[config.mk]
export PLATFORM = sky130hd
export DESIGN_NAME = snake_vga_render
export DESIGN_NICKNAME = d
export VERILOG_FILES = /design/src/rtl/snake_vga_render.sv
export SDC_FILE = /design/constraint.sdc
export NUM_CORES = 1
export LEC_CHECK = 0
export ABC_AREA = 1
export CORE_MARGIN = 3
export CORE_UTILIZATION = 35
export CTS_BUF_LIST = sky130_fd_sc_hd__clkbuf_4 sky130_fd_sc_hd__clkbuf_8
export DETAILED_ROUTE_END_ITERATION = 10
export HOLD_SLACK_MARGIN = 0.1
export PLACE_DENSITY = 0.62
export SLEW_MARGIN = 20
export SYNTH_ARGS = -nofsm -noshare
export SYNTH_HDL_FRONTEND = slang
export SYNTH_SLANG_ARGS = --single-unit
[constraint.sdc]
create_clock -name clk -period 2.25 [get_ports clk]
set_input_delay 0.45 -clock clk [delete_from_list [all_inputs] [get_ports clk]]
set_output_delay 0.45 -clock clk [all_outputs]
set_load 0.02 [all_outputs]
[src/rtl/snake_vga_render.sv]
// Snake display: 640x480 VGA timing plus per-cell RGB444 drawn from a once-per-frame game snapshot.
// Outputs lag the counters by one pixel tick; no backpressure, inputs are sampled only at frame end.
module snake_vga_render #(
    parameter int unsigned PIX_DIV      = 4,
    parameter int unsigned H_ACTIVE     = 640,
    parameter int unsigned H_TOTAL      = 800,
    parameter int unsigned H_SYNC_START = 656,
    parameter int unsigned H_SYNC_END   = 752,
    parameter int unsigned V_ACTIVE     = 480,
    parameter int unsigned V_TOTAL      = 525,
    parameter int unsigned V_SYNC_START = 490,
    parameter int unsigned V_SYNC_END   = 492
) (
    input  logic        clk,
    input  logic        rst_n,
    input  logic [95:0] seg_x,
    input  logic [95:0] seg_y,
    input  logic [4:0]  seg_len,
    input  logic [5:0]  food_x,
    input  logic [5:0]  food_y,
    input  logic        is_over,
    input  logic        is_win,
    output logic        hsync,
    output logic        vsync,
    output logic [3:0]  vga_r,
    output logic [3:0]  vga_g,
    output logic [3:0]  vga_b,
    output logic        frame_start,
    output logic        active
);
    logic [3:0]  r_div;
    logic [9:0]  r_h_cnt;
    logic [9:0]  r_v_cnt;
    logic [95:0] r_seg_x;
    logic [95:0] r_seg_y;
    logic [4:0]  r_len;
    logic [5:0]  r_food_x;
    logic [5:0]  r_food_y;
    logic        r_over;
    logic        r_win;

    logic        w_tick;
    logic        w_h_last;
    logic        w_v_last;
    logic        w_snap;
    logic [4:0]  w_len_sat;
    logic [5:0]  w_cx;
    logic [5:0]  w_cy;
    logic        w_visible;
    logic        w_in_grid;
    logic        w_border;
    logic        w_food;
    logic [15:0] w_hit;
    logic [11:0] w_rgb;

    assign w_tick    = (r_div == 4'(PIX_DIV - 1));
    assign w_h_last  = (r_h_cnt == 10'(H_TOTAL - 1));
    assign w_v_last  = (r_v_cnt == 10'(V_TOTAL - 1));
    assign w_snap    = w_tick && w_h_last && w_v_last;
    assign w_len_sat = (seg_len == 5'd0) ? 5'd1 : (seg_len > 5'd16) ? 5'd16 : seg_len;

    assign w_cx      = r_h_cnt[9:4];
    assign w_cy      = r_v_cnt[9:4];
    assign w_visible = (r_h_cnt < 10'(H_ACTIVE)) && (r_v_cnt < 10'(V_ACTIVE));
    // Off-grid coordinates must never draw, even if the timing exposes more than 40x30 cells.
    assign w_in_grid = (w_cx < 6'd40) && (w_cy < 6'd30);
    assign w_border  = (w_cx == 6'd0) || (w_cx == 6'd39) || (w_cy == 6'd0) || (w_cy == 6'd29);
    assign w_food    = w_in_grid && (r_food_x == w_cx) && (r_food_y == w_cy);

    always_comb begin
        w_hit = '0;
        for (int i = 0; i < 16; i++) begin
            w_hit[i] = w_in_grid && (5'(i) < r_len) &&
                       (r_seg_x[6*i +: 6] == w_cx) && (r_seg_y[6*i +: 6] == w_cy);
        end
    end

    always_comb begin
        w_rgb = 12'h000;
        if (w_visible) begin
            if (r_win)              w_rgb = 12'h0F0;
            else if (r_over)        w_rgb = 12'hF00;
            else if (w_hit[0])      w_rgb = 12'hFF0;
            else if (|w_hit[15:1])  w_rgb = 12'h0A0;
            else if (w_food)        w_rgb = 12'hF0F;
            else if (w_border)      w_rgb = 12'hFFF;
            else                    w_rgb = 12'h000;
        end
    end

    always_ff @(posedge clk or negedge rst_n) begin
        if (!rst_n) begin
            r_div   <= '0;
            r_h_cnt <= '0;
            r_v_cnt <= '0;
        end else begin
            r_div <= w_tick ? 4'd0 : r_div + 4'd1;
            if (w_tick) begin
                if (w_h_last) begin
                    r_h_cnt <= '0;
                    r_v_cnt <= w_v_last ? 10'd0 : r_v_cnt + 10'd1;
                end else begin
                    r_h_cnt <= r_h_cnt + 10'd1;
                end
            end
        end
    end

    always_ff @(posedge clk or negedge rst_n) begin
        if (!rst_n) begin
            r_seg_x  <= '0;
            r_seg_y  <= '0;
            r_len    <= 5'd1;
            r_food_x <= '0;
            r_food_y <= '0;
            r_over   <= 1'b0;
            r_win    <= 1'b0;
        end else if (w_snap) begin
            r_seg_x  <= seg_x;
            r_seg_y  <= seg_y;
            r_len    <= w_len_sat;
            r_food_x <= food_x;
            r_food_y <= food_y;
            r_over   <= is_over;
            r_win    <= is_win;
        end
    end

    // All pixel outputs come from one counter value so sync and colour never skew.
    always_ff @(posedge clk or negedge rst_n) begin
        if (!rst_n) begin
            hsync       <= 1'b1;
            vsync       <= 1'b1;
            vga_r       <= '0;
            vga_g       <= '0;
            vga_b       <= '0;
            active      <= 1'b0;
            frame_start <= 1'b0;
        end else begin
            frame_start <= w_snap;
            if (w_tick) begin
                hsync  <= !((r_h_cnt >= 10'(H_SYNC_START)) && (r_h_cnt < 10'(H_SYNC_END)));
                vsync  <= !((r_v_cnt >= 10'(V_SYNC_START)) && (r_v_cnt < 10'(V_SYNC_END)));
                {vga_r, vga_g, vga_b} <= w_rgb;
                active <= w_visible;
            end
        end
    end
endmodule

==> results.md, run 1 <==
* Status: finished, final reports clean
* Cell taking the most area after synthesis: dfrtp_1
* WL met1 at 19.7 mm
* Post-synthesis compound-gate area fraction at 0.0645
* Largest family of logic cells by synthesized area: simple AND/OR/NAND/NOR gates
* Worst min path class: primary input to asynchronous set/reset pin
* Core ar. at 36000 sq um
* Worst path cell trace: clkdlybuf4s50_1
* Max VDD drop at 0.000302 V
* DR vias/cell at 4.75
* Detailed-route wire length at 43.8 mm
* DR WL met2 at 19.7 mm
* DPL Wire Length at 32.2 mm
* Synth Area in Adders at 0.00483
* H-tree depth at 2
* Top layer in use: met4
* Io pins at 229
* Synth Instances at 1787
* Max-cap viol count at 0
* Clock Sinks at 243
* Largest delay contributor family on the critical path: buffers and inverters
* Input/output buffers at 228
* Startpoint types: flop
* Total gr overflow at 0
* Synth Flop Type: dfrtp_1
* Average size of a mapped cell at 7.25 sq um
* Area delta synth->final at 33.3%
* Buffer and inverter count on the worst path at 1
* Register area at 6090 sq um
* Syn nets at 2005
* CTS clock-pin slew for the worst setup and hold paths at 60 ps
* Max Freq at 460 MHz
* Fin nets at 2281
* Hold Slack at 377 ps
* Routed WL per cell at 17.1 um
* CP Class: flop to primary output
* P per Cell Area at 548 nW/um^2
* TritonCTS clock tree: done
* Synth top area cells: dfrtp_1, nand2_1, o21ai_1
* Simple-Gate Fraction of Synth Area at 0.314
* Tot GR Track Use at 0.220
* Die area at 39400 sq um
* Residual DRC at 0
* Async set-reset flop share out of synthesis at 1.00
* CP max FO at 2
* Share of cells above drive strength 1 at 0.100
* Vias in the first global route at 12200
* CTS Buf Count at 46
* Final period util at 0.966
* Static leakage at 0.00801 uW
* Max-slew violation count at 0
* Critical Path Max Stage Delay at 630 ps
* Relative slew slack at 0.714
* Mapped Area at 13000 sq um
* Gpl congestion at 0.936
* Die width at 198 um
* Length of routed met3 wiring at 3.16 mm
* Antenna diodes at 0
* WP data required at 1800 ps
* EDFF count, synth at 0
* Critical path's slowest cell: clkdlybuf4s50_1
* Initial antenna violation count at 0
* Clock Path Buffers at 3
* Multiplexer area fraction after synthesis at 0
* Setup violators final at 0
* Fill count at 3540
* Initial core utilization at 0.360
* Worst-margin pin slew at 429 ps
* Post-synthesis xor/xnor area fraction at 0.0622
* Worst Path Arrival at 1720 ps
* Worst Skew at 23.1 ps
* Seq/Total Area, Yosys at 0.469
* CP endpoint kind: primary output
* Pin count of the biggest net entering global routing at 102
* First-pass GRT wire length at 67.3 mm
* Fin crit period at 2170 ps
* Power, Total at 9480 uW
* Cell variety after synth at 33
* Antenna-violating nets left at 0
* First-iteration detailed-routing DRC count at 918
* Row cnt at 69
* FF+latch count, synth at 243
* Die Y-Extent at 198 um
* Clk Latency, worst-skew pair at 570 ps
* Pre-antenna DRT Iters at 5
* Count leader, synth: nand2_1
* Post-synth top cells: nand2_1, dfrtp_1, nor2_1
* Clock root buffer: clkbuf_8
* Area of the multi-input gates at 5790 sq um
* Vias at 12200
* Yosys warns at 0
* Top cell type's share of synthesized area at 0.463
* Hold Fails Final Rpt at 0
==> power by group <==
part | internal, uW | switching, uW
clock | 2630 | 1950
combinational | 338 | 184
sequential | 4370 | 0.417
==> cells by family (layout without fill, tap and decap cells) <==
group	Yosys count	count (layout)
and+or+nand+nor	1042	1042
adders and majority gates	5	5
DFF	243	243
AOI/OAI and AO/OA	163	163
xor gates and xnor gates	92	92
buffers and inverters	242	555
==> placed cells by master, fill, tap and decap left out, types with 2 or more instances in the layout <==
cell / count
xor2_1: 53
nand3_1: 31
dfrtp_2: 6
clkbuf_4: 21
dfstp_2: 3
xnor2_1: 39
buf_4: 67
nand2_1: 823
clkdlybuf4s50_1: 227
nand2b_1: 2
a31oi_1: 3
clkinv_2: 6
clkinvlp_4: 2
clkbuf_16: 3
o21ai_1: 111
nor2_1: 141
nand4_1: 10
ha_1: 5
buf_12: 19
o21ai_0: 27
inv_4: 2
a21oi_1: 13
inv_1: 142
nor2_2: 6
clkbuf_8: 57
nor4_1: 3
nor3_1: 14
o22ai_1: 5
nand3b_1: 2
nor2_4: 3
dfrtp_1: 234
or2_2: 3
inv_2: 6
==> metal layers <==
layer	GRT usage	up-vias
met4	0.0612	0
met3	0.0371	84
met2	0.354	428
li1	-	6007
met5	0	-
met1	0.308	5642
==> final timing paths <==
path,depth (start not counted),to,slack [ps],startpoint
min,2,r_seg_x[82],380,rst_n
min reg2reg,1,r_div[0],470,r_div[0]
max in group asynchronous,3,hsync,1150,rst_n
max reg2reg,12,r_seg_x[18],100,r_h_cnt[7]
min in group clk,3,r_seg_x[76],410,seg_x[76]
max,1,vsync,80,vsync
==> what timing repair did <==
item	4_1_cts	5_1_grt
cloned	0	3
buffers inserted	0	8
hold buffers	1	0
endpoints found under the setup margin	3	184
gates resized for setup	1	18
pin swaps	0	2
endpoints found under the hold margin	45	0
==> through the flow <==
step / worst slack, ps / instances / utilization / TNS [ps] / cell area [sq um]
after CTS: 25.9 / 2550 / 0.475 / 0 / 17100
after floorplan: 394 / 1787 / - / 0 / 13000
after global routing: -18.0 / 2561 / 0.480 / -39.5 / 17300
after detailed placement: -59.5 / 2464 / 0.447 / -121 / 16100
final: 76.6 / 2561 / 0.480 / 0 / 17300
after global placement: -76.4 / 2464 / 0.447 / -178 / 16100
==> flip-flops by register name, summed over array words and instances, names as in the netlist <==
| name | flops |
|---|---|
| hsync | 1 |
| r_h_cnt | 10 |
| r_seg_y | 96 |
| r_food_x | 6 |
| vsync | 1 |
| vga_r | 1 |
| vga_g | 2 |
| r_v_cnt | 10 |
| frame_start | 1 |
| r_div | 4 |
| active | 1 |
| r_seg_x | 96 |
| vga_b | 1 |
| r_len | 5 |
| r_food_y | 6 |
| r_win | 1 |
| r_over | 1 |
==> layout make-up <==
class                           instances  area share
Tap cell                              461      0.0334
Clock buffer                           78      0.0545
Multi-Input combinational cell       1302       0.335
Sequential cell                       243       0.353
Inverter                              151      0.0333
Timing Repair Buffer                  319       0.189
Clock inverter                          7     0.00217
No activity file was read; power rests on OpenSTA's default activity.
==> inputs of run 2 (changes only) <==
- CTS_CLUSTER_SIZE: unset -> 20
==> results.md, run 2 (same netlist as run 1, synthesis figures left out) <==
* Clock Path Buffers at 3 (unchanged)
* Worst min path class: primary input to asynchronous set/reset pin
* Utilization after layout at 0.479 (-0.000799)
* Final period util at 0.951 (-0.0151)
* Fill count at 3527 (-0.37%)
* Max Freq at 467 MHz (+1.6%)
* Seq pwr share at 0.468 (+0.006)
* Die Y-Extent at 198 um (unchanged)
* Setup violators final at 0 (unchanged)
* Power, Total at 9350 uW (-1.4%)
* Total gr overflow at 0 (unchanged)
* Relative slew slack at 0.722 (+0.00747)
* Biggest regs: r_seg_x: 96 flops, r_seg_y: 96 flops
* Clock Sinks at 243 (unchanged)
* Combinational group share of total power at 0.056 (about the same)
* H-tree depth at 2 (unchanged)
* First-pass GRT wire length at 67.1 mm (-0.25%)
* Max-cap viol count at 0 (unchanged)
* Max-slew violation count at 0 (unchanged)
* RSZ-0062 raised after global routing: no
* Detailed-route wire length at 43.8 mm (+0.11%)
* Status: finished, final reports clean
* Vias in the first global route at 12200 (-0.34%)
* Sw frac at 0.224 (-0.00124)
* DPL Wire Length at 32.2 mm (unchanged)
* Row cnt at 69 (unchanged)
* CP Class: flop to flop
* Fin crit period at 2140 ps (-34.0 ps)
* Antenna diodes at 0 (unchanged)
* Clock root buffer: clkbuf_8
* Static leakage at 0.00799 uW (-0.27%)
* Pin count of the biggest net entering global routing at 102 (unchanged)
* Switching power at 2090 uW (-1.9%)
* CP endpoint kind: flop
* DR vias/cell at 4.74 (-0.25%)
* CTS clock-pin slew for the worst setup and hold paths at 60 ps (about the same)
* Commonest non-fill, non-tap cell in the layout: nand2_1
* Gpl congestion at 0.936 (unchanged)
* Area delta synth->final at 33.1%
* Die width at 198 um (unchanged)
* Routed WL per cell at 17.2 um (+0.46%)
* Antenna-violating nets left at 0 (unchanged)
* Vias at 12100 (-0.60%)
* Residual DRC at 0 (unchanged)
* CP max FO at 5 (+3)
* Initial core utilization at 0.360 (unchanged)
* Most frequent cells in the layout: nand2_1, dfrtp_1, clkdlybuf4s50_1
* First-iteration detailed-routing DRC count at 782 (-15%)
* Core ar. at 36000 sq um (unchanged)
* P per Cell Area at 542 nW/um^2 (-1.2%)
* Worst Skew at 36.1 ps (+13.0 ps)
* Pre-antenna DRT Iters at 5 (unchanged)
* Initial antenna violation count at 0 (unchanged)
* Input/output buffers at 228 (unchanged)
* Max VDD drop at 0.000324 V (+7.4%)
* Clk pwr share at 0.476 (-0.007)
* WP data required at 2700 ps (+900 ps)
* Worst Path Arrival at 2590 ps (+870 ps)
* Fin nets at 2280 (-0.044%)
* Clk Latency, worst-skew pair at 560 ps (about the same)
* Hold Fails Final Rpt at 0 (unchanged)
* Io pins at 229 (unchanged)
* Share of cells above drive strength 1 at 0.0952 (-0.00483)
* Internal cell power at 7250 uW (-1.2%)
* Startpoint types: flop
* Die area at 39400 sq um (unchanged)
* CTS Buf Count at 45 (-2.2%)
* Tot GR Track Use at 0.218 (-0.00172)
* Worst-margin pin slew at 414 ps (-14.7 ps)
* TritonCTS clock tree: done
run 2: cell types whose count changed in the layout (fill, tap and decap cells not counted), sizes merged:
cell / before / now
buf: 88 / 87
bufinv: 0 / 1
clkbuf: 81 / 73
clkinv: 6 / 5
clkinvlp: 2 / 1
inv: 150 / 151
run 2: path summary, 6_finish.rpt:
kind / startpoint / endpoint / slack, ps / cells past startpoint
max in group asynchronous: rst_n / hsync / 1100 / 3
worst min register to register: r_div[0] / r_div[0] / 470 / 1
worst min-delay path: rst_n / r_food_x[2] / 400 / 2
worst max-delay path: r_h_cnt[4] / vga_r[2] / 110 / 16
min in group clk: seg_x[51] / r_seg_x[51] / 430 / 3
worst max register to register: r_h_cnt[4] / vga_r[2] / 110 / 16
run 2: through the flow:
stage	setup WS [ps]	TNS [ps]	hold WS [ps]	instances	instance area (sq um)
after detailed placement	-59.5	-121	393	2464	16100
after floorplan	394	0	154	1787	13000
after CTS	24.8	0	380	2541	17000
after global placement	-76.4	-178	390	2464	16100
final	111	0	396	2552	17300
after global routing	13.9	0	411	2552	17300
run 2: power groups by stage:
stage          logic (uW)  clock network, uW  registers, uW
2_1_floorplan        4.11                  0           4450
3_5_place_dp          525                  0           4450
6_report              521               4450           4370
4_1_cts               532               4540           4370
3_3_place_gp          533                  0           4450
5_1_grt               561               4720           4370
run 2: repair_timing:
item | CTS | global route
gates resized for setup | 1 | 19
setup buffers | 0 | 7
cloned | 0 | 4
pin swaps | 0 | 1
endpoints found under the setup margin | 3 | 179
hold buffers | 1 | 0
hold endpoints to repair | 45 | 0
run 2: cell type report:
cell class / instances / area (sq um) / area share
Clock buffer: 69 / 862 / 0.0500
Clock inverter: 7 / 63.8 / 0.00370
Inverter: 151 / 581 / 0.0337
Multi-Input combinational cell: 1302 / 5790 / 0.335
Sequential cell: 243 / 6090 / 0.353
Tap cell: 461 / 577 / 0.0334
Timing Repair Buffer: 319 / 3290 / 0.191
run 2: worst max-delay path, stage by stage, from the launching register on:
cell	delay (ps)
dfrtp_2	430
inv_1	130
buf_4	190
nand2_1	60
nand2_1	50
nor2_1	240
nand2_1	110
nor2_1	180
nand3_1	110
nand2_1	70
nor2_1	40
nand2_1	130
nor2_1	80
nand2_1	80
nand2_1	60
nand2_1	60
nand2_1	40
run 2: metal layers:
metal / wire length, um / part of all wire / global-route usage / vias to the layer above
li1: - / - / - / 5997
met1: 19800 / 0.45 / 0.310 / 5596
met2: 20000 / 0.46 / 0.354 / 422
met3: 3030 / 0.069 / 0.0324 / 73
met4: 991 / 0.023 / 0.0502 / 0
met5: 0 / 0 / 0 / -
